## src/rtl/cc3_viterbi_decoder.sv

```systemverilog
// Hard-decision 4-state register-exchange Viterbi decoder for the rate-1/2 cc3 code.
// Define CC3_ERR_COUNT_EN to add the saturating corrected-bit counter err_cnt.

module cc3_viterbi_decoder #(
  parameter int unsigned TB_DEPTH = 15,
  parameter int unsigned METRIC_W = 6
) (
  input  logic        clock,
  input  logic        reset,
  input  logic        sym_valid,
  input  logic        sym1,
  input  logic        sym2,
  output logic        dec_valid,
  output logic        dec_bit
`ifdef CC3_ERR_COUNT_EN
  ,
  output logic [15:0] err_cnt
`endif
);

  localparam int unsigned FILL_W = $clog2(TB_DEPTH + 1);
  localparam logic [FILL_W-1:0] FILL_FULL = FILL_W'(TB_DEPTH);

  function automatic logic [1:0] branch_metric(input logic u, input logic a, input logic b,
                                               input logic r1, input logic r2);
    logic e1;
    logic e2;
    e1 = u ^ b;
    e2 = u ^ a ^ b;
    return {1'b0, r1 ^ e1} + {1'b0, r2 ^ e2};
  endfunction

  logic [METRIC_W-1:0] metric_q [4];
  logic [METRIC_W-1:0] metric_d [4];
  logic [TB_DEPTH-1:0] surv_q   [4];
  logic [TB_DEPTH-1:0] surv_d   [4];
  logic [1:0]          bm0      [4];
  logic [1:0]          bm1      [4];
  logic [3:0]          pick;
  logic [FILL_W-1:0]   fill_q;
  logic                acc_q;
  logic [1:0]          best;

  // State s = {u,a}; its predecessors are {a,0} and {a,1}, ties keep b=0.
  always_comb begin : acs
    logic                u;
    logic                a;
    logic [1:0]          p0;
    logic [1:0]          p1;
    logic [METRIC_W:0]   sum0;
    logic [METRIC_W:0]   sum1;
    logic [METRIC_W:0]   win;
    logic [METRIC_W-1:0] raw [4];
    logic                all_msb;
    pick    = '0;
    all_msb = 1'b1;
    for (int unsigned s = 0; s < 4; s++) begin
      u        = (s >= 2);
      a        = ((s % 2) == 1);
      p0       = {a, 1'b0};
      p1       = {a, 1'b1};
      bm0[s]   = branch_metric(u, a, 1'b0, sym1, sym2);
      bm1[s]   = branch_metric(u, a, 1'b1, sym1, sym2);
      sum0     = {1'b0, metric_q[p0]} + (METRIC_W + 1)'(bm0[s]);
      sum1     = {1'b0, metric_q[p1]} + (METRIC_W + 1)'(bm1[s]);
      pick[s]  = (sum1 < sum0);
      win      = pick[s] ? sum1 : sum0;
      raw[s]   = win[METRIC_W] ? '1 : win[METRIC_W-1:0];
      surv_d[s] = {surv_q[pick[s] ? p1 : p0][TB_DEPTH-2:0], u};
      all_msb  = all_msb & raw[s][METRIC_W-1];
    end
    // Subtracting the same half-range from every state keeps ordering intact.
    for (int unsigned s = 0; s < 4; s++) begin
      metric_d[s] = raw[s];
      if (all_msb) metric_d[s][METRIC_W-1] = 1'b0;
    end
  end

  always_comb begin : best_state
    best = 2'd0;
    for (int unsigned s = 1; s < 4; s++) begin
      if (metric_q[s] < metric_q[best]) best = 2'(s);
    end
  end

  // Outputs are taken one cycle after acceptance from the registered metrics/survivors.
  always_ff @(posedge clock) begin
    if (reset) begin
      for (int unsigned s = 0; s < 4; s++) begin
        metric_q[s] <= '0;
        surv_q[s]   <= '0;
      end
      fill_q    <= '0;
      acc_q     <= 1'b0;
      dec_valid <= 1'b0;
      dec_bit   <= 1'b0;
    end else begin
      acc_q     <= sym_valid;
      dec_valid <= acc_q && (fill_q == FILL_FULL);
      if (acc_q && (fill_q == FILL_FULL)) dec_bit <= surv_q[best][TB_DEPTH-1];
      if (sym_valid) begin
        for (int unsigned s = 0; s < 4; s++) begin
          metric_q[s] <= metric_d[s];
          surv_q[s]   <= surv_d[s];
        end
        if (fill_q != FILL_FULL) fill_q <= fill_q + FILL_W'(1);
      end
    end
  end

`ifdef CC3_ERR_COUNT_EN
  logic [1:0]  sel_bm_d [4];
  logic [1:0]  sel_bm_q [4];
  logic [16:0] err_sum;

  always_comb begin
    for (int unsigned s = 0; s < 4; s++) begin
      sel_bm_d[s] = pick[s] ? bm1[s] : bm0[s];
    end
  end

  assign err_sum = {1'b0, err_cnt} + 17'(sel_bm_q[best]);

  always_ff @(posedge clock) begin
    if (reset) begin
      for (int unsigned s = 0; s < 4; s++) sel_bm_q[s] <= '0;
      err_cnt <= '0;
    end else begin
      if (sym_valid) begin
        for (int unsigned s = 0; s < 4; s++) sel_bm_q[s] <= sel_bm_d[s];
      end
      if (acc_q) err_cnt <= err_sum[16] ? 16'hFFFF : err_sum[15:0];
    end
  end
`endif

endmodule

```

## config.mk

```make
export PLATFORM = sky130hd
export DESIGN_NAME = cc3_viterbi_decoder
export DESIGN_NICKNAME = d
export VERILOG_FILES = /design/src/rtl/cc3_viterbi_decoder.sv
export SDC_FILE = /design/constraint.sdc
export NUM_CORES = 1
export LEC_CHECK = 0
export CAP_MARGIN = 0
export CORE_MARGIN = 1.5
export CORE_UTILIZATION = 64
export CTS_CLUSTER_DIAMETER = 40
export DETAILED_ROUTE_END_ITERATION = 6
export GPL_TIMING_DRIVEN = 0
export PLACE_DENSITY = 0.81
export SLEW_MARGIN = 20
export SYNTH_ARGS = -nofsm -noshare
export SYNTH_HDL_FRONTEND = slang
export SYNTH_SLANG_ARGS = --single-unit
```

## constraint.sdc

```tcl
create_clock -name clock -period 5.8 [get_ports clock]
set_input_delay 0.58 -clock clock [delete_from_list [all_inputs] [get_ports clock]]
set_output_delay 0.58 -clock clock [all_outputs]
set_load 0.05 [all_outputs]
```

==> reports/qor.csv <==
stage;metric;value;unit
run_status;status;finished clean;
floorplan;die_y;99.5;um
setup_path;crit_type;reg2reg;
pwr;worst_ir_drop_vdd;0.167;mV
hold_path;min_from;fill_q[1];
clocking;post_cts_buffers;0;
yosys;synth_fp_nets;623;
yosys;yosysWarnings;0;
drt;finalWirelength;12.7;mm
pwr;pwr-share-comb;44.1;%
yosys;ys_types;53;
yosys;ys.flop_type;edfxtp_1;
yosys;syn-instance-count;554;
yosys;ys_async_sr_fraction;0;%
pwr;p_seq_share;37.0;%
sta;final_max_slew_viol_count;0;
clocking;postCtsHoldBufs;0;
grt;gr-usage-all-layers;26.9;%
floorplan;rows;35;
clocking;numCtsBuffers;9;
clocking;ctsLongestPathBuffers;2;
place;dpl.hpwl;9.50;mm
finish;nFillCells;661;
sta;setup_viol;0;
floorplan;die-area;9910;um2
pwr;p_leak;2.81;nW
sta;fin_ws;0.373;ns
clocking;root_buffer;clkbuf_8;
setup_path;crit_fanout;10;
drt;drtPass1Iterations;5;
yosys;synth_most_common_cell;edfxtp_1;
drt;drcViolationCount;0;
hold_path;holdPathStages;2;
finish;drive_above_1_share;7.99;%
job;drv_cap;0;
pwr;clkPwrFrac;18.9;%
setup_path;crit_chain;clkbuf_1, inv_1, ha_1, nand2_1, o21ai_1, o21bai_1, buf_2, mux2i_1, ha_1, a211oi_1, o21ai_0, nor4_1, a211oi_1, clkbuf_1, nand2_1, o21ai_0, ha_1, a21o_1, a21o_1, a21oi_1, o21ai_0, o41ai_1, o21ba_1;
setup_path;cp.buffers_inverters;4;
floorplan;die_w;99.5;um
place;place_inst;671;
drt;vias_per_cell;6.22;
setup_path;cp-start-kind;flip-flop;
floorplan;initial_core_util;65.2;%
setup_path;end_kind;flip-flop;
setup_path;cp_top_family;compound AO/OA/AOI/OAI gates;
drt;ant_nets;0;
floorplan;ios;7;
clocking;cts_tree;yes;
clocking;cts_max_level;3;
grt;antenna_found_initial;0;
sta;period_share;93.6;%
grt;grt_max_degree;43;
sta;whs;0.495;ns
yosys;synth_edf_count;79;
sta;finalHoldViolCount;0;
pwr;p_per_area;353;nW/um2
yosys;ys_seq_elements;87;
sta;fin_tns_setup;0;ns
sta;tightest_slew;0.603;ns
floorplan;core_area;9150;um2
setup_path;max_stage_delay;0.37;ns
place;place_ws;0.436;ns
place;port_buffers;5;
yosys;synth_area_per_cell;10.8;um2
finish;syn_to_final_growth;6.94;%
drt;drt_iter0_drc;241;
setup_path;critPathRequiredTime;6.07;ns
clocking;insertion_delay;0.37;ns
yosys;synth_top_area_share;39.8;%
finish;fin_util;69.7;%
finish;antenna-diode-count;0;
sta;slew-limit-headroom;59.8;%
yosys;synth.top_cells.by_count;edfxtp_1, nor2_1, mux2i_1, ha_1, a21oi_1;
yosys;synth_area_leaders;edfxtp_1, ha_1, mux2i_1;
setup_path;cp_slowest_cell;nor4_1;
yosys;synth_area;5960;um2
pwr;switching_share;39.5;%
setup_path;rr_startpoint;metric_q[0][5];
finish;fin_nets;640;
setup_path;crit_path_start;metric_q[0][5];
sta;max_freq;184;MHz
setup_path;worstRegToRegCells;23;
sta;layout_min_cycle_time;5.43;ns
sta;skew;0.00983;ns
sta;grt_setup_unrepaired;no;
drt;vias;4276;
grt;grt_pass1_wl;20.6;mm
finish;layout.cells.non_filler;687;
setup_path;cp.arrival;5.70;ns
pwr;p_sw;0.000889;W
grt;gr-total-overflow;0;
pwr;p_int;0.00136;W
grt;grt_pass1_vias;4225;
place;globalplace.congestion;0.919;
setup_path;crit_cells;23;
hold_path;hp-class;reg2reg;
drt;wl_per_cell;18.5;um
clocking;clk_pin_slew;0.10;ns
clocking;cts-resized-gates;0;
yosys;yosys.area.top_type;edfxtp_1;
clocking;clock-sinks;87;
yosys;yosysSeqAreaShare;42.5;%
## per-layer routing
layer  share of wire [%]  track usage (%)
met1                  42             34.4
met2                  49             46.5
met3                 6.1             3.58
met4                 2.8             11.2
met5                   0                0
## cells by family (layout without fill, tap and decap cells)
logic type,Yosys count,in the layout,share of synthesized area (%)
multiplexers,69,69,11.8
XOR/XNOR,34,34,4.99
AND/OR/NAND/NOR,163,163,12.8
buffers and inverters,51,73,3.78
flip-flops,87,87,42.5
adder cells (fa/ha/maj),64,64,14.4
AO/OA/AOI/OAI,86,86,9.78
## worst reg2reg max path, stage by stage, from the launching register on
cell and delay, ns:
edfxtp_1 0.34, clkbuf_1 0.29, inv_1 0.09, ha_1 0.33, nand2_1 0.06, o21ai_1 0.22
o21bai_1 0.14, buf_2 0.26, mux2i_1 0.36, ha_1 0.32, a211oi_1 0.30, o21ai_0 0.23
nor4_1 0.37, a211oi_1 0.16, clkbuf_1 0.23, nand2_1 0.11, o21ai_0 0.08, ha_1 0.30
a21o_1 0.15, a21o_1 0.17, a21oi_1 0.13, o21ai_0 0.20, o41ai_1 0.32, o21ba_1 0.18
## state kept, by name, indices dropped and copies added, names as in the netlist
register   flops
acc_q          1
dec_bit        1
dec_valid      1
fill_q         4
metric_q      24
surv_q        56
## stage by stage
stage | total power (W) | area [um2]
after floorplan | 0.00159 | 5960
after global placement | 0.00178 | 6150
after detailed placement | 0.00183 | 6180
after CTS | 0.00225 | 6380
after global routing | 0.00239 | 6380
final | 0.00225 | 6380
## layout by cell type, fill, tap and decap left out, types with 9 or more instances in the layout
master     n
a311oi_1  13
nand3_1   11
ha_1      56
xor2_1    14
nor2_1    76
nor3_1    14
inv_1     25
nand4_1   10
mux2i_1   63
nand2_1   25
a21oi_1   32
buf_2      9
a21o_1    14
clkbuf_1   9
o21ai_0   11
xnor2_1   20
edfxtp_1  79
clkbuf_8   9
## power by group through the flow
stage,Sequential [W],Combinational (W),Clock (W)
after detailed placement,0.000846,0.000980,0
after global routing,0.000841,0.00109,0.000453
after global placement,0.000842,0.000938,0
final,0.000833,0.000993,0.000427
after floorplan,0.000824,0.000770,0
after CTS,0.000832,0.000987,0.000431
## layout make-up
cell class	count	area (um2)	share of cell area (%)
repair buffers	6	70.1	1.10
clock buffers	9	124	1.94
inverters	26	97.6	1.53
clock inverters	7	78.8	1.24
flip-flops and latches	87	2530	39.7
plain buffers	25	128	2.00
well taps	111	139	2.18
multi-input cells	416	3210	50.3
## path summary, 6_finish.rpt
check / end / slack, ns
worst max register to register: dec_bit / 0.37
worst max-delay path: dec_bit / 0.37
worst min-delay path: fill_q[1] / 0.50
worst min register to register: fill_q[1] / 0.50
(Power assumes the default switching activity.)
